File: src/rtl/fetch_sequencer_pkg.sv
// Shared definitions for the A09 fetch path: FSM encoding, active-low control
// levels and default sizing.
package fetch_sequencer_pkg;

  typedef enum logic [1:0] {
    ST_BOOT  = 2'd0,
    ST_IDLE  = 2'd1,
    ST_FETCH = 2'd2,
    ST_LATCH = 2'd3
  } fetch_state_e;

  localparam logic ASSERT_N   = 1'b0;
  localparam logic DEASSERT_N = 1'b1;

  // 3 us at 16 MHz covers the iCE40 BRAM initialisation window
  localparam int DEFAULT_BOOT_DELAY = 48;
  localparam int DEFAULT_DATA_W     = 16;

endpackage

File: src/rtl/fetch_sequencer_rising_edge_detect.sv
// One-cycle pulse on each 0->1 transition of a synchronous level input.
// Kept generic so manual-clock and button inputs can reuse it.
module rising_edge_detect (
  input  logic Clk,
  input  logic Reset,
  input  logic Level,
  output logic Pulse
);

  logic level_q;
  logic level_d;

  always_comb begin
    level_d = Level;
  end

  always_ff @(posedge Clk or negedge Reset) begin
    if (!Reset) begin
      level_q <= 1'b0;
    end else begin
      level_q <= level_d;
    end
  end

  assign Pulse = Level & ~level_q;

endmodule

File: src/rtl/fetch_sequencer.sv
// Fetch-control stage: waits out the BRAM boot window, then sequences
// FETCH -> LATCH -> IDLE fetches in single-step or free-run mode.
module fetch_sequencer
  import fetch_sequencer_pkg::*;
#(
  parameter int DataWidth       = DEFAULT_DATA_W,
  parameter int BootDelayCycles = DEFAULT_BOOT_DELAY
) (
  input  logic                 Clk,
  input  logic                 Reset,
  input  logic                 Run,
  input  logic                 Step,
  input  logic [DataWidth-1:0] MemData,
  output logic                 Mem_En,
  output logic                 PC_Inc,
  output logic [DataWidth-1:0] IR,
  output logic                 IR_Valid,
  output logic                 Ready,
  output logic [1:0]           State
);

  localparam int CntW = $clog2(BootDelayCycles + 1);
  localparam logic [CntW-1:0] CntLast = CntW'(BootDelayCycles - 1);

  fetch_state_e         state_q, state_d;
  logic [CntW-1:0]      cnt_q, cnt_d;
  logic                 pend_q, pend_d;
  logic                 ready_q, ready_d;
  logic                 mem_en_q, mem_en_d;
  logic                 pc_inc_q, pc_inc_d;
  logic [DataWidth-1:0] ir_q, ir_d;
  logic                 ir_valid_q, ir_valid_d;
  logic                 step_pulse;
  logic                 go;

  rising_edge_detect u_step_edge (
    .Clk   (Clk),
    .Reset (Reset),
    .Level (Step),
    .Pulse (step_pulse)
  );

  always_comb begin
    state_d    = state_q;
    cnt_d      = cnt_q;
    ready_d    = ready_q;
    ir_d       = ir_q;
    ir_valid_d = 1'b0;
    go         = 1'b0;

    unique case (state_q)
      ST_BOOT: begin
        cnt_d = cnt_q + 1'b1;
        if (cnt_q == CntLast) begin
          state_d = ST_IDLE;
          ready_d = 1'b1;
        end
      end
      ST_IDLE: begin
        if (Run || pend_q) begin
          go      = 1'b1;
          state_d = ST_FETCH;
        end
      end
      ST_FETCH: state_d = ST_LATCH;
      ST_LATCH: begin
        ir_d       = MemData;
        ir_valid_d = 1'b1;
        state_d    = ST_IDLE;
      end
      default: state_d = ST_BOOT;
    endcase

    // The fetch launch consumes any pending step, including one arriving on
    // the same edge; boot-time edges are dropped rather than queued.
    pend_d = pend_q;
    if (go) begin
      pend_d = 1'b0;
    end else if (step_pulse && (state_q != ST_BOOT)) begin
      pend_d = 1'b1;
    end

    // Strobes are registered from the next state so they depend on FSM state
    // alone and cannot glitch with Run/Step.
    mem_en_d = (state_d == ST_FETCH) ? ASSERT_N : DEASSERT_N;
    pc_inc_d = (state_d == ST_LATCH) ? ASSERT_N : DEASSERT_N;
  end

  always_ff @(posedge Clk or negedge Reset) begin
    if (!Reset) begin
      state_q    <= ST_BOOT;
      cnt_q      <= '0;
      pend_q     <= 1'b0;
      ready_q    <= 1'b0;
      mem_en_q   <= DEASSERT_N;
      pc_inc_q   <= DEASSERT_N;
      ir_q       <= '0;
      ir_valid_q <= 1'b0;
    end else begin
      state_q    <= state_d;
      cnt_q      <= cnt_d;
      pend_q     <= pend_d;
      ready_q    <= ready_d;
      mem_en_q   <= mem_en_d;
      pc_inc_q   <= pc_inc_d;
      ir_q       <= ir_d;
      ir_valid_q <= ir_valid_d;
    end
  end

  assign Mem_En   = mem_en_q;
  assign PC_Inc   = pc_inc_q;
  assign IR       = ir_q;
  assign IR_Valid = ir_valid_q;
  assign Ready    = ready_q;
  assign State    = state_q;

endmodule

File: config.mk
export PLATFORM = sky130hd
export DESIGN_NAME = fetch_sequencer
export DESIGN_NICKNAME = d
export VERILOG_FILES = /design/src/rtl/fetch_sequencer_pkg.sv /design/src/rtl/fetch_sequencer_rising_edge_detect.sv /design/src/rtl/fetch_sequencer.sv
export SDC_FILE = /design/constraint.sdc
export NUM_CORES = 1
export LEC_CHECK = 0
export CELL_PAD_IN_SITES_DETAIL_PLACEMENT = 1
export CELL_PAD_IN_SITES_GLOBAL_PLACEMENT = 1
export CORE_AREA = 5 5 69 71
export CTS_CLUSTER_SIZE = 30
export DETAILED_ROUTE_END_ITERATION = 7
export DIE_AREA = 0 0 74 76
export PLACE_DENSITY = 0.67
export SYNTH_ARGS = -nofsm -noshare
export SYNTH_HDL_FRONTEND = slang
export SYNTH_SLANG_ARGS = --single-unit
File: constraint.sdc
create_clock -name Clk -period 1.3 [get_ports Clk]
set_clock_uncertainty 0.15 [all_clocks]
set_input_delay 0.26 -clock Clk [delete_from_list [all_inputs] [get_ports Clk]]
set_output_delay 0.26 -clock Clk [all_outputs]
set_load 0.01 [all_outputs]
[Word-level counts from Yosys, hierarchy flattened]
Cells that the tools add are included.
Widths: inputs -> output; s select.
Storage, ports and cells
  register bits after elaboration: 30
  word-level logic and storage cells: 34
  input port bits: 20
Operators by class
  eq/ne operators: 6
  bitwise gates (word level): 2
  reductions and logical operators: 6
  multiplexer cells: 10
  $add $sub $neg: 1
Operators with widths (number)
  $eq 2x2->1 const B: 4
  $pmux 2 s4: 1
  $mux 1: 7
  $add 6x1->6 const B: 1
  $eq 6x6->1 const B: 1
  $mux 2: 2
  $reduce_bool 2->1: 2
  $eq 2x1->1 const B: 1
  $logic_not 2->1: 1
  $reduce_and 2->1: 1
  $and 1x1->1: 1
  $logic_and 1x1->1: 1
  $logic_or 1x1->1: 1
  $not 1->1: 1

[Logic depth before layout (Yosys ltp)]
Gate-level depths: netlist of the first run.
  word-level depth: 5
  depth in mapped cells: 4
  mapped depth without buffers: 4

[By module]
From an unflattened synthesis of the first run, not the netlist that was laid out.
Unflattened totals
  cell total of the unflattened synthesis: 76
  area, all modules: 1148.6 um^2
By module, submodules not included
  fetch_sequencer: cells an instance 74, seq. area each 728.2 um^2, times used 1, area an instance 1109.8 um^2
  rising_edge_detect: cells an instance 2, seq. area each 25.0 um^2, times used 1, area an instance 38.8 um^2

[Worst setup path before layout of the first run]
OpenSTA, ideal clock, no wires.
  path type: reg2reg
  from: register state_q[1], in the netlist State[1]
  to: register cnt_q[1]
  arrival time: 1.160 ns
  cell stages (with the launch flop): 3
  setup slack: -0.135 ns
  data required time: 1.025 ns
  cell sequence: dfrtp_1 > nor2_1 > mux2_2
Between the ends
  longest elaborated chain between the ends: 1
Ends and longest elaborated chain
  from (decl): line fetch_sequencer.sv:25  | fetch_state_e state_q, state_d;
  from (signal assigned): line fetch_sequencer.sv:100  | state_q <= state_d;
  $logic_not 2->1: line fetch_sequencer.sv:51  | unique case (state_q)
  to (signal assigned): line fetch_sequencer.sv:101  | cnt_q <= cnt_d;
  to (decl): line fetch_sequencer.sv:26  | logic [CntW-1:0] cnt_q, cnt_d;
No other way between the ends.
A chain may end at the register's enable or synchronous reset.

[Worst setup path after layout of the first run]
  from: register state_q[1], in the netlist State[1]
  to: register state_q[0], in the netlist State[0]
Between the ends
  longest elaborated chain between the ends: 2
Ends and longest elaborated chain (line)
  $eq 2x2->1 (tied with other cells): fetch_sequencer.sv:51
  $pmux 2 s4 *: fetch_sequencer.sv:51
  net state_d[0]: fetch_sequencer.sv:25
The timed path passes the listed nets; every way through them passes the cells marked *.

==> impl_results.md, run 1 <==
- Run status: finished with violations
- Failing checks: setup timing
- Most common cell in the netlist: dfrtp_1
- Synth Area in Compound Gates: approximately 1.8%
- Crit Path Max Fanout: 4
- FF-to-FF End: State[0]$_DFF_PN0_
- CTS clk-pin slew, worst paths: 60 ps
- CTS Root Cell: clkbuf_8
- Synth Flop Type: dfrtp_1
- Cell area after layout: 0.00176 mm^2
- RSZ-0062 raised after global routing: yes
- Cell variety after synth: 22
- EDFF count, synth: 0
- Routed vias/inst: 4.35
- Synth cell count leaders: 28 x dfrtp_1, 9 x mux2_4, 8 x mux2_2
- Period utilisation layout: 104%
- Sequential fraction of the synthesis area: 64.2%
- Sw frac: about a third
- PwrDens: 2480 mW/mm^2
- Slew HR: about four fifths
- Flop and latch count out of synthesis: 30
- Post-Synth Adder-Cell Area: under 10%
- Reg power frac: between 30% and 40%
- VDD IR max: roughly 1 mV
- Internal power: 2970 uW
- WHS: between 150 and 200 ps
- DR vias: approximately 820
- H-tree depth: 2
- Largest cells by area after synthesis: dfrtp_1 60%, mux2_4 12%, mux2_2 7.7%
- # DRC: 0
- Syn. warnings: 0
- First drt pass iteration count: 4
- Pre-CTS WS: -279 ps
- Detailed Place HPWL: roughly 2000 um
- PortBufs: 41
- Post-DP Area: about 0.0017 mm^2
- Initial antenna violation count: 0
- Final layout net count: roughly 160
- Global-route wire length before repair: 4430 um
- Total routing usage reported by global routing: a little over 10%
- Row count: 24
- Vias in the first global route: 950
- Share of layout cells above drive strength 1: between 40% and 50%
- Logic pwr share: 43.6%
- PnR worst setup slack: -56.1 ps
- DIE WIDTH: roughly 74 um
- Die area: between 0.005 and 0.006 mm^2
- Main combinational cell family by area after synthesis: multiplexers
- Slew Limit Fails: 0
- Slew @ Worst Pin: about 280 ps
- Crit. End Element: register
- Clock power share: about 17%
- Core area: about 0.0042 mm^2
- Crit Reg-Reg Startpoint: State[1]$_DFF_PN0_
- Reg2Reg Depth: 3
- RD Place Congestion: about 0.69
- Final Hold Fails: 0
- Routed WL: approximately 2600 um
- P_sw: roughly 1400 uW
- Die Height: between 70 and 80 um
- TritonCTS buffer count: 5
- Area Growth Syn to Fin: 50.2%
- Largest net degree at the start of global routing: 31
- Drt initial violations: 40
- # diodes: 0
- Avg Inst Size Synth: 15.6 um^2
- Post-synthesis simple-gate area fraction: 8.64%
- P_leak: roughly 0.00084 uW
- Mapped Cells: 75
- Remaining global-route overflow: 0
- Clk_lat worst skew: approximately 280 ps
- Mapped cell area: between 0.001 and 0.0015 mm^2
- Crit path DAT: 1360 ps
- Final Core Density: between 40 and 50%
- Asr flop ratio synth: between 90% and 100%
- Num ports: 42
- WL/cell: 13.9 um
- Routed Antenna Nets: 0
- Leading area contributor after synthesis: dfrtp_1
- Clk sink count: 30
- Final setup fails: 20
- Mux share of post-synthesis cell area: around a fifth
- Finished Layout Cells: 188
- CTS tree: built
- Max Freq: between 0.7 and 0.8 GHz
- Maxcap violations: 0
- Critical path class: reg -> reg
- R2R setup slack: -60 ps
- Worst Setup Start Kind: register
- Minimum clock period: around 1400 ps
- WP data required: approximately 1300 ps
- Clk buf depth: 2
- Post-synth top area share: between 50% and 60%
- Starting Density: between 20% and 30%
- Synth Net Count: 96
- CTS Hold Buffers Added: 0
- Placed cell count: around 180
- Hold Crit Class: in -> async
- Synth Area in XOR/XNOR: roughly 3.7%
-- cells by family after synthesis --
group                    after synthesis
AO/OA/AOI/OAI                          3
XOR/XNOR                               5
adder cells (fa/ha/maj)                1
buffers and inverters                  2
flip-flops                            30
multiplexers                          17
AND/OR/NAND/NOR                       17
-- repair_timing --
| action | in CTS | in global routing |
|---|---|---|
| resized for setup | 90 | 1 |
| setup buffers | 3 | 0 |
| pin swaps | 1 | 0 |
| hold endpoints to repair | 0 | 0 |
| setup endpoints to repair | 43 | 26 |
-- metrics by stage --
| stage | setup TNS (ps) | power [uW] |
|---|---|---|
| final | -412 | 4360 |
| after detailed placement | -1550 | 3840 |
| after global routing | -1330 | 4650 |
| after global placement | -1290 | 3740 |
| after CTS | -626 | 4450 |
| after floorplan | -100 | 2710 |
-- routing by layer --
metal  routed length (um)  vias up  GRT usage [%]
met1                 1020      406           11.2
met4                   70        0           4.89
li1                     -      377              -
met5                    0        -              0
met2                 1340       28           16.6
met3                  179        7           4.35
-- area by class of cell --
cell class / count / area, um^2
fill: 447 / 2410
sequential: 30 / 756
timing repair buffer: 54 / 435
multi-input combinational: 43 / 409
clock buffer: 7 / 86.3
tap: 52 / 65.1
clock inverter: 1 / 5.00
inverter: 1 / 3.75
-- worst max path at each step --
stage,endpoint,cells after the start,startpoint,slack (ps)
4_1_cts,State[0]$_DFF_PN0_,3,State[1]$_DFF_PN0_,-60
3_3_place_gp,State[0]$_DFF_PN0_,4,Run,-230
6_report,State[0]$_DFF_PN0_,3,State[1]$_DFF_PN0_,-60
2_1_floorplan,cnt_q[1]$_DFFE_PN0N_,2,State[1]$_DFF_PN0_,-20
5_1_grt,State[0]$_DFF_PN0_,3,State[1]$_DFF_PN0_,-100
3_5_place_dp,State[0]$_DFF_PN0_,4,Run,-280
-- power groups by stage --
stage	sequential (uW)	clock (uW)	combinational, uW
2_1_floorplan	1860	0	846
3_5_place_dp	1720	0	2120
3_3_place_gp	1700	0	2050
4_1_cts	1710	796	1940
5_1_grt	1760	835	2060
6_report	1700	757	1900
-- state kept, by name, summed over array words and instances, names as in the netlist --
signal / cells
pend_q: 1
State: 2
Mem_En: 1
IR: 16
u_step_edge.level_q: 1
cnt_q: 6
Ready: 1
IR_Valid: 1
PC_Inc: 1
-- cells in the final DEF, fill, tap and decap left out --
master | netlist | routed
dfrtp_1 | 28 | 26
clkdlybuf4s50_1 | 0 | 19
buf_2 | 0 | 19
buf_4 | 0 | 10
mux2_4 | 9 | 9
mux2_2 | 8 | 8
clkbuf_8 | 0 | 6
xnor2_1 | 4 | 4
buf_6 | 1 | 4
nand4_1 | 3 | 3
nand3_1 | 3 | 3
dfstp_2 | 2 | 2
dfrtp_2 | 0 | 2
nor2_1 | 3 | 2
nand2_1 | 2 | 2
or2b_1 | 1 | 1
or3b_4 | 0 | 1
nand2_4 | 1 | 1
inv_1 | 1 | 1
o31a_1 | 1 | 1
nor2_2 | 0 | 1
and4_1 | 1 | 1
nor2b_1 | 1 | 1
o21ai_0 | 1 | 1
nand2b_1 | 1 | 1
a21o_1 | 1 | 1
xor2_1 | 1 | 1
ha_1 | 1 | 1
clkinv_2 | 0 | 1
clkbuf_1 | 0 | 1
clkdlybuf4s15_1 | 0 | 1
buf_12 | 0 | 1
-- worst max-delay path, stage by stage, from the launching register on --
cell and delay, ps:
dfrtp_2 450, buf_6 130, or3b_4 380, o31a_1 130
Power figures use the tool's default switching activity.
==> run 2: changes to the inputs <==
--- a/config.mk
+++ b/config.mk
@@ -7,11 +7,11 @@
 export LEC_CHECK = 0
 export CELL_PAD_IN_SITES_DETAIL_PLACEMENT = 1
 export CELL_PAD_IN_SITES_GLOBAL_PLACEMENT = 1
-export CORE_AREA = 5 5 69 71
+export CORE_AREA = 5 5 79 63
 export CTS_CLUSTER_SIZE = 30
 export DETAILED_ROUTE_END_ITERATION = 7
-export DIE_AREA = 0 0 74 76
-export PLACE_DENSITY = 0.67
+export DIE_AREA = 0 0 84 68
+export PLACE_DENSITY = 0.66
 export SYNTH_ARGS = -nofsm -noshare
 export SYNTH_HDL_FRONTEND = slang
 export SYNTH_SLANG_ARGS = --single-unit
==> run 2 against run 1 <==
Die area up 1.6%. Clock power up 13%. Largest cell class unchanged. Critical path type unchanged. The flow still finishes with violations (setup timing). Via count up 0.73%. First-iteration DRC count down 83%. Setup slack worse by 90 ps. Critical path depth up 1.
==> impl_results.md, run 2 (synthesized netlist as in run 1, its figures left out) <==
- CTS tree: built
- Vias in the first global route: 950
- Placed cell count: 183
- Drt initial violations: 7
- Crit path DAT: 1440 ps
- PortBufs: 41
- Area Growth Syn to Fin: 65.0%
- Period utilisation layout: 111%
- PnR worst setup slack: -146 ps
- PwrDens: between 2000 and 3000 mW/mm^2
- Leading cell type in the layout, fill and taps excluded: dfrtp_1
- Die Height: 68 um
- First drt pass iteration count: 2
- Slew @ Worst Pin: about 210 ps
- Crit Reg-Reg Startpoint: State[1]$_DFF_PN0_
- Final Hold Fails: 0
- Finished Layout Cells: 198
- Row count: 21
- Die area: around 0.0057 mm^2
- Slew HR: 85.9%
- Cell depth of the worst setup path: 4
- Tot Pwr: between 5000 and 6000 uW
- # DRC: 0
- Total routing usage reported by global routing: 10.8%
- Global-route wire length before repair: roughly 4700 um
- Final Core Density: between 40% and 50%
- CP Launch Point: State[1]$_DFF_PN0_
- TritonCTS buffer count: 5
- Cell family with most CP delay: flip-flops
- GR Util met3: 3.85%
- DR vias: 824
- Max Freq: a little under 0.7 GHz
- Slew Limit Fails: 0
- DIE WIDTH: around 84 um
- Reg2Reg Depth: 4
- Clk_lat worst skew: around 270 ps
- Largest stage delay on the critical path: 410 ps
- Hold Crit Class: in -> async
- R2R setup slack: -150 ps
- Clk buf depth: 2
- Remaining global-route overflow: 0
- Final setup fails: 27
- # fillers: about 450
- Crit. End Element: register
- WL/cell: ~15 um
- Routed WL: around 3000 um
- CTS Hold Buffers Added: 0
- Worst Setup EP: State[0]$_DFF_PN0_
- Max FFs per register: 16
- Starting Density: 27.9%
- Met1 global-route usage: roughly an eighth
- Grt met2 use: 19.4%
- Worst Setup Start Kind: register
- Commonest cells after routing, fill and taps aside: 26 x dfrtp_1, 19 x clkdlybuf4s50_1, 17 x mux2_4
- Failing checks: setup timing
- Largest net degree at the start of global routing: 31
- RSZ-0062 raised after global routing: yes
- Busiest grt layer: met2
- VDD IR max: ~1.0 mV
- Share of layout cells above drive strength 1: 53.2%
- P_leak: between 0.0009 and 0.001 uW
- RD Place Congestion: around 0.75
- WP data required: approximately 1300 ps
- Routed vias/inst: around 4.2
- CTS Root Cell: clkbuf_8
- Run status: finished with violations
- Core area: roughly 0.0042 mm^2
- Minimum clock period: around 1400 ps
- Routed Antenna Nets: 0
- Clk sink count: 30
- Initial antenna violation count: 0
- Maxcap violations: 0
- Crit Path Max Fanout: 5
- CP max-delay cell: dfrtp_2
- WHS: ~200 ps
- Most used cell along the critical path: buf_6
- H-tree depth: 2
- # diodes: 0
- Crit path cell chain: buf_6 -> buf_6 -> or3b_4 -> o31a_1
- Num ports: 42
- FF-to-FF End: State[0]$_DFF_PN0_
- Detailed Place HPWL: between 2000 and 2500 um
- Pre-CTS WS: -323 ps
- Final layout net count: 161
- Critical path class: reg -> reg
- CTS clk-pin slew, worst paths: roughly 60 ps
- Crit path buf inv count: 2
-- run 2: timing repair --
action / CTS / global route
endpoints found under the hold margin: 0 / 0
gates cloned: 0 / 1
setup buffers: 4 / 2
resized for setup: 84 / 21
endpoints found under the setup margin: 36 / 41
pin swaps: 1 / 6
-- run 2: stage by stage --
step	cell area [um^2]	TNS, ps
6_report	1930	-1480
5_1_grt	1930	-2630
4_1_cts	1920	-1600
3_5_place_dp	1770	-1360
3_3_place_gp	1770	-1010
2_1_floorplan	1180	-100
-- run 2: layer usage --
| layer | part of all wire [%] | routed length, um |
|---|---|---|
| met5 | 0 | 0 |
| met4 | 0 | 0 |
| met3 | 4.6 | 135 |
| met2 | 51 | 1520 |
| met1 | 44 | 1300 |
-- run 2: how the worst min path moves through the flow --
stage	start	slack, ps	endpoint
final	Reset	200	u_step_edge.level_q$_DFF_PN0_
after CTS	Reset	210	u_step_edge.level_q$_DFF_PN0_
after floorplan	Reset	-190	IR[0]$_DFFE_PN0P_
after global routing	Reset	200	u_step_edge.level_q$_DFF_PN0_
after global placement	Ready$_DFFE_PN0P_	290	Ready$_DFFE_PN0P_
after detailed placement	Ready$_DFFE_PN0P_	290	Ready$_DFFE_PN0P_
-- run 2: layout make-up --
class	instances	area [um^2]	area share, %
Sequential cell	30	756	39.1
Multi-Input combinational cell	43	462	23.9
Clock buffer	8	110	5.69
Timing Repair Buffer	59	532	27.5
Inverter	1	3.75	0.194
Tap cell	57	71.3	3.69
-- run 2: report_power, final --
part / total (uW) / internal, uW / switching, uW
sequential: 1710 / 1410 / 300
clock: 854 / 534 / 320
combinational: 2440 / 1510 / 931
==> run 3: changes to the inputs <==
--- a/config.mk
+++ b/config.mk
@@ -5,13 +5,14 @@
 export SDC_FILE = /design/constraint.sdc
 export NUM_CORES = 1
 export LEC_CHECK = 0
+export CAP_MARGIN = 15
 export CELL_PAD_IN_SITES_DETAIL_PLACEMENT = 1
 export CELL_PAD_IN_SITES_GLOBAL_PLACEMENT = 1
 export CORE_AREA = 5 5 79 63
 export CTS_CLUSTER_SIZE = 30
 export DETAILED_ROUTE_END_ITERATION = 7
 export DIE_AREA = 0 0 84 68
-export PLACE_DENSITY = 0.66
+export PLACE_DENSITY = 0.64
 export SYNTH_ARGS = -nofsm -noshare
 export SYNTH_HDL_FRONTEND = slang
 export SYNTH_SLANG_ARGS = --single-unit
==> constraint.sdc (replaced) <==
create_clock -name Clk -period 1.72 [get_ports Clk]
set_clock_uncertainty 0.15 [all_clocks]
set_input_delay 0.344 -clock Clk [delete_from_list [all_inputs] [get_ports Clk]]
set_output_delay 0.344 -clock Clk [all_outputs]
set_load 0.01 [all_outputs]
==> run 3 against run 2 <==
The flow now finishes without violations. Sequential share of layout area increased by 3.2 points. Hold slack improved by 100 ps. Design area decreased by 7.8%. Critical path depth decreased by 3. Final cell count decreased by 6.6%. Core utilization decreased by 3.6 points. Total power decreased by 34%. Via count decreased by 5.9%. First-iteration DRC count increased to 4.1 times the previous value. Wire length decreased by 13%.
==> impl_results.md, run 3 (synthesized netlist as in run 1, its figures left out) <==
- Total routing usage reported by global routing: 10.2%
- Final setup fails: 0
- Clk sink count: 30
- # diodes: 0
- Row count: 21
- Crit Path Max Fanout: 2
- Routed Antenna Nets: 0
- CTS Hold Buffers Added: 0
- CTS tree: built
- PwrDens: 1840 mW/mm^2
- Initial antenna violation count: 0
- VDD IR max: slightly below 0.6 mV
- Commonest cells after routing, fill and taps aside: 32 x clkdlybuf4s50_1, 28 x dfrtp_1, 9 x mux2_4
- Leading cell type in the layout, fill and taps excluded: clkdlybuf4s50_1
- Maxcap violations: 0
- Slew Limit Fails: 0
- Slew HR: between 70% and 80%
- Routed WL: 2570 um
- Minimum clock period: 1680 ps
- Hold Crit Class: in -> async
- Max Freq: ~0.6 GHz
- Die Height: about 68 um
- Die area: 0.00571 mm^2
- PortBufs: approximately 40
- Core area: ~0.0042 mm^2
- Crit. End Element: output pin
- Share of layout cells above drive strength 1: 25.0%
- CP max-delay cell: clkdlybuf4s50_1
- Max FFs per register: 16
- Drt initial violations: 29
- Clk_lat worst skew: ~280 ps
- Remaining global-route overflow: 0
- Detailed Place HPWL: between 1500 and 2000 um
- CTS clk-pin slew, worst paths: around 70 ps
- DR vias: 775
- Starting Density: 27.9%
- Cell family with most CP delay: buffers and inverters
- RSZ-0062 raised after global routing: no
- Crit path buf inv count: 1
- Global-route wire length before repair: about 4400 um
- CTS Root Cell: clkbuf_8
- WP data required: 1230 ps
- Largest net degree at the start of global routing: 31
- H-tree depth: 2
- First drt pass iteration count: 3
- Slew @ Worst Pin: 368 ps
- Period utilisation layout: a little over nine tenths
- Vias in the first global route: between 800 and 900
- Critical path class: reg -> out
- Num ports: 42
- Area Growth Syn to Fin: 52.1%
- Final layout net count: ~150
- Setup tns final: 0 ps
- WL/cell: about 14 um
- P_leak: approximately 0.00085 uW
- Run status: finished, final reports clean
- RD Place Congestion: just under 0.7
- Finished Layout Cells: roughly 190
- Routed vias/inst: 4.19
- Final Hold Fails: 0
- # DRC: 0
- Largest stage delay on the critical path: approximately 540 ps
- Clk buf depth: 2
- Crit path DAT: about 1200 ps
- DIE WIDTH: around 84 um
- Worst Setup Start Kind: register
- Placed cell count: approximately 180
- Crit path cell chain: clkdlybuf4s50_1
- TritonCTS buffer count: 5
-- run 3: cell count changes in the layout (fill, tap and decap cells not counted), sizes merged --
cell | previous run | this run
dlygate4sd2 | 1 | 3
clkbuf | 11 | 7
clkinv | 0 | 1
dlymetal6s2s | 0 | 6
buf | 36 | 5
clkdlybuf4s50 | 19 | 32
-- run 3: report_power, final --
part	internal, uW	total (uW)	switching (uW)	leakage, uW
logic	897	1440	540	0.000443
registers	1060	1270	210	0.000357
clock network	322	577	255	0.0000482
-- run 3: routing by layer --
| layer | share of wire (%) | global-route usage [%] |
|---|---|---|
| met5 | 0 | 0 |
| met4 | 1.4 | 5.42 |
| met3 | 7.4 | 4.93 |
| met2 | 46 | 15.8 |
| met1 | 45 | 11.8 |
-- run 3: layout make-up --
class	count	area [um^2]
clock inverter	1	5.00
sequential	30	753
tap	57	71.3
clock buffer	7	86.3
inverter	1	3.75
fill	450	2420
timing repair buffer	46	459
multi-input combinational	43	404
-- run 3: worst paths after layout --
check	start	end	slack [ps]	cells past startpoint
max	IR[8]$_DFFE_PN0P_	IR[8]	40	1
min	Reset	IR[9]$_DFFE_PN0P_	300	2
max reg2reg	State[1]$_DFF_PN0_	IR[14]$_DFFE_PN0P_	150	4
min reg2reg	Ready$_DFFE_PN0P_	Ready$_DFFE_PN0P_	320	1
max in group asynchronous	Reset	PC_Inc$_DFF_PN1_	810	2
min in group Clk	Ready$_DFFE_PN0P_	Ready$_DFFE_PN0P_	320	1
-- run 3: per-stage QoR --
| step | instance area (um^2) | hold WS, ps | setup slack, ps | power [uW] | utilization (%) |
|---|---|---|---|---|---|
| final | 1780 | 304 | 44.7 | 3280 | 42.4 |
| after floorplan | 1170 | -102 | 285 | 2020 | - |
| after global routing | 1780 | 347 | 0.670 | 3510 | 42.4 |
| after detailed placement | 1670 | 300 | 87.4 | 2770 | 39.8 |
| after CTS | 1770 | 320 | 16.8 | 3360 | 42.1 |
| after global placement | 1670 | 303 | 102 | 2710 | 39.8 |
-- run 3: what timing repair did --
item / 4_1_cts / 5_1_grt
gates resized for setup: 3 / 6
hold endpoints to repair: 0 / 0
buffers inserted: 1 / 0
setup endpoints to repair: 4 / 6
==> RTL edit 1: new RTL, flow settings as in run 2 <==
`DEFAULT_BOOT_DELAY`: 48 -> 96.
--- a/src/rtl/fetch_sequencer_pkg.sv
+++ b/src/rtl/fetch_sequencer_pkg.sv
@@ -13,7 +13,7 @@
   localparam logic DEASSERT_N = 1'b1;
 
   // 3 us at 16 MHz covers the iCE40 BRAM initialisation window
-  localparam int DEFAULT_BOOT_DELAY = 48;
+  localparam int DEFAULT_BOOT_DELAY = 96;
   localparam int DEFAULT_DATA_W     = 16;
 
 endpackage
Formal check against the unedited RTL: same outputs for any inputs over 10 cycles, from zero or initial values and one cycle with Reset low; that may be too few to reach the edited logic, so the function may still have changed.
==> RTL edit 1 against run 2 <==
Final area grew 4.9%; the flow still finishes with violations (negative setup slack); cell count grew 5.6%; area after synthesis grew 4.1%; non-clock buffer count grew 8; total power grew 4.9%; worst setup slack gained 0.041 ns; sequential cell count grew 1; sequential share of layout area shrank 0.64 points; wire length grew 6.6%; largest power group unchanged.
==> RTL edit 1: results <==
[status]
violations = "negative setup slack"
status = "complete, but fails checks"

[yosys]
synth_cell_type_count = 25
synth.area.top_cells = "dfrtp_1 (59%), mux2_4 (11%), mux2_2 (7.4%)"
yosysSeqAreaShare_pct = 63.79
synthTopCellsByCount = "dfrtp_1 (29), mux2_4 (9), mux2_2 (8)"
avgSynthCellArea_um2 = 15.44

[timing]
finalSetupTns_ns = -1.595
finalSetupViolCount = 27
setup_slack_ns = -0.1047

[global_routing]
first_global_vias = 1018
grt_max_degree = 18
grt_use_total_pct = 11.14
grt_pass1_wl_mm = 4.830

[drt]
drtIter0Drc = 28
viasPerCell = 4.325

[pwr]
p_leak_nw = 0.9754

[placement]
hpwl_mm = 2.050
dp.cells = 187

[cells_and_area]
layout.nets = 172
n_fill_cell = 442
drive_above_1_share_pct = 53.29

[critical_path]
crit_fanout = 4
max_stage_delay_ns = 0.43
crit_arrival_ns = 0.99

[clock_tree]
clk_latency_ns = 0.27
clk_pin_slew_ns = 0.07
## RTL edit 1: repair_timing
action,in CTS,in global routing
buffers inserted,11,5
gates resized for setup,103,14
pin swaps,2,9
endpoints found under the setup margin,45,33
cloned,0,0
## RTL edit 1: worst max-delay path, delay by kind of cell, from the launching register on
kind                   cells  cell delay (ns)
flip-flops                 1             0.43
buffers and inverters      2             0.28
## RTL edit 1: routing by layer
layer  global-route usage (%)  routed length (um)  share of wire [%]
met5                        0                   0                  0
met4                    4.217                  23               0.73
met3                    4.332                 191                6.1
met2                    19.64                1639                 52
met1                    12.45                1300                 41
## RTL edit 1: final timing paths
check	cells after the start	slack (ns)	startpoint	endpoint
setup / recovery	2	-0.10	State[1]	State[1]
hold / removal	1	0.08	Reset	pend_q
setup reg to reg	5	-0.10	State[1]	cnt_q[5]
hold reg to reg	2	0.32	Ready	Ready
max in group asynchronous	2	0.47	Reset	PC_Inc
min in group Clk	1	0.29	Step	u_step_edge.level_q
## RTL edit 1: kinds of logic after synthesis
kind of cell	count (synthesis)	share of synthesized area [%]
flip-flops	31	63.80
multiplexers	17	18.46
AND/OR/NAND/NOR	17	8.822
XOR/XNOR	6	4.308
buffers and inverters	4	1.948
AO/OA/AOI/OAI	3	1.641
adder cells (fa/ha/maj)	1	1.025
## RTL edit 1: power groups by stage
stage	clock, W	sequential (W)	combinational [W]
2_1_floorplan	0	0.00187	0.000944
5_1_grt	0.00105	0.00175	0.00279
3_3_place_gp	0	0.00167	0.00215
6_report	0.000973	0.00170	0.00258
3_5_place_dp	0	0.00171	0.00221
4_1_cts	0.00101	0.00170	0.00239
## RTL edit 1: layout make-up
| cell class | instances | area [um^2] | share of cell area (%) |
|---|---|---|---|
| repair buffers | 67 | 584.3 | 28.81 |
| inverters | 2 | 7.507 | 0.3701 |
| clock inverters | 2 | 35.03 | 1.727 |
| flip-flops and latches | 31 | 779.5 | 38.43 |
| well taps | 57 | 71.32 | 3.516 |
| clock buffers | 6 | 82.58 | 4.072 |
| multi-input cells | 44 | 467.9 | 23.07 |
## RTL edit 1: per-stage QoR
step / area (um^2) / setup WS, ns / hold slack (ns) / util (%)
global route: 2028 / -0.1818 / 0.07764 / 48.24
floorplan: 1245 / -0.05476 / -0.1856 / -
CTS: 1972 / -0.08052 / 0.07434 / 46.90
global placement: 1803 / -0.2585 / 0.3033 / 42.89
finish: 2028 / -0.1047 / 0.07693 / 48.24
detailed placement: 1803 / -0.3187 / 0.3089 / 42.89
==> RTL edit 2: new RTL, config.mk and constraints of run 2 <==
Made on the original files. `ir_q` no longer has a reset.
--- a/src/rtl/fetch_sequencer.sv
+++ b/src/rtl/fetch_sequencer.sv
@@ -94,7 +94,6 @@
       ready_q    <= 1'b0;
       mem_en_q   <= DEASSERT_N;
       pc_inc_q   <= DEASSERT_N;
-      ir_q       <= '0;
       ir_valid_q <= 1'b0;
     end else begin
       state_q    <= state_d;
@@ -103,9 +102,12 @@
       ready_q    <= ready_d;
       mem_en_q   <= mem_en_d;
       pc_inc_q   <= pc_inc_d;
-      ir_q       <= ir_d;
       ir_valid_q <= ir_valid_d;
     end
+  end
+
+  always_ff @(posedge Clk) begin
+    ir_q <= ir_d;
   end
 
   assign Mem_En   = mem_en_q;
Formal check against the unedited RTL: no difference found for any inputs over 10 cycles, from zero or initial values and one cycle with Reset low; that may be too few to reach the edited logic, so the function may still have changed.
==> RTL edit 2 against run 2 <==
Via count is 17% lower; largest cell class unchanged; the run still ends with negative setup slack left; combinational power is 45% lower; total power is 27% lower; final area is 14% lower; worst setup slack better by 0.13 ns; critical path type unchanged; area after synthesis is 13% lower; sequential share of layout area is 11 points higher; cell count is 11% lower; wire length is 16% lower; sequential power is 9% lower; critical path depth is 1 lower; sequential cell count stayed put.
==> RTL edit 2: results <==
[critical_path]
crit_arrival_ns = 1.33
max_stage_delay_ns = 0.43
crit_fanout = 6
reg2regPathDepth = 3
critical_path.startpoint = "State[0]"
endpoint = "cnt_q[1]"

[drt]
vias = 688
met2_wirelength_mm = 1.190
dr_wl_met3_um = 169
wl_mm = 2.470
highest_layer = "met4"
drtIter0Drc = 27
met1Wirelength_mm = 1.036
wl_per_cell_um = 14.03

[global_routing]
grt_use_total_pct = 9.705
grt_pass1_wl_mm = 3.974
first_global_vias = 776
grt_max_degree = 18

[status]
status = "complete, but fails checks"
violations = "negative setup slack"

[yosys]
synth_edf_count = 16
async_reset_ff_share_pct = 46.67
synth_cell_type_count = 21
synthTopCellsByCount = "edfxtp_1 (16), dfrtp_1 (12), xnor2_1 (4)"
yosysSeqAreaShare_pct = 81.62
avgSynthCellArea_um2 = 17.91
synth.area.top_cells = "edfxtp_1 (47%), dfrtp_1 (29%), dfstp_2 (5.1%)"
synth_nets = 78

[clock_tree]
cts_buffer_depth = 2
cts_resized = 96
root_buffer = "clkbuf_8"
clk_pin_slew_ns = 0.06
cts_setup_buffers = 6

[timing]
slew_headroom_pct = 87.32
hold_slack_ns = 0.1307
finalSetupViolCount = 4
finalSetupTns_ns = -0.02730
setup_slack_ns = -0.01226

[pwr]
seqPwrFrac_pct = 42.4
switching_share_pct = 30.49
power_w = 0.003661
p_comb_w = 0.00133
vdd_ir_drop_max_mv = 0.6654
p_leak_nw = 0.6979

[cells_and_area]
drive_above_1_share_pct = 45.38
n_fill_cell = 452
layout.nets = 139

[placement]
gp_congestion = 0.6758
dpl_cell_area_mm2 = 0.001569
preCtsSetupSlack_ns = -0.2737
dp.cells = 162
[RTL edit 2: cell count changes after synthesis, sizes merged, moves of 2 or more]
cell / delta
dfrtp: -16
edfxtp: +16
mux2: -16
nand2b: +2
[RTL edit 2: layer usage]
layer / vias to the layer above / global-route usage [%]
met5: - / 0
met4: 0 / 7.831
met3: 7 / 4.332
met2: 33 / 15.38
met1: 323 / 10.26
li1: 325 / -
[RTL edit 2: logic make-up after synthesis]
| group | share of synthesized area (%) |
|---|---|
| compound gates | 2.083 |
| simple gates | 9.683 |
| xor+xnor | 4.289 |
| mux | 1.103 |
| flops | 81.62 |
| fa+ha+maj | 1.225 |
[RTL edit 2: area by class of cell]
cell class	instances	area, um^2	share of cell area [%]
Sequential cell	30	834.6	50.26
Timing Repair Buffer	54	434.2	26.15
Multi-Input combinational cell	27	225.2	13.56
Clock buffer	6	82.58	4.974
Tap cell	57	71.32	4.295
Clock inverter	2	12.51	0.7536
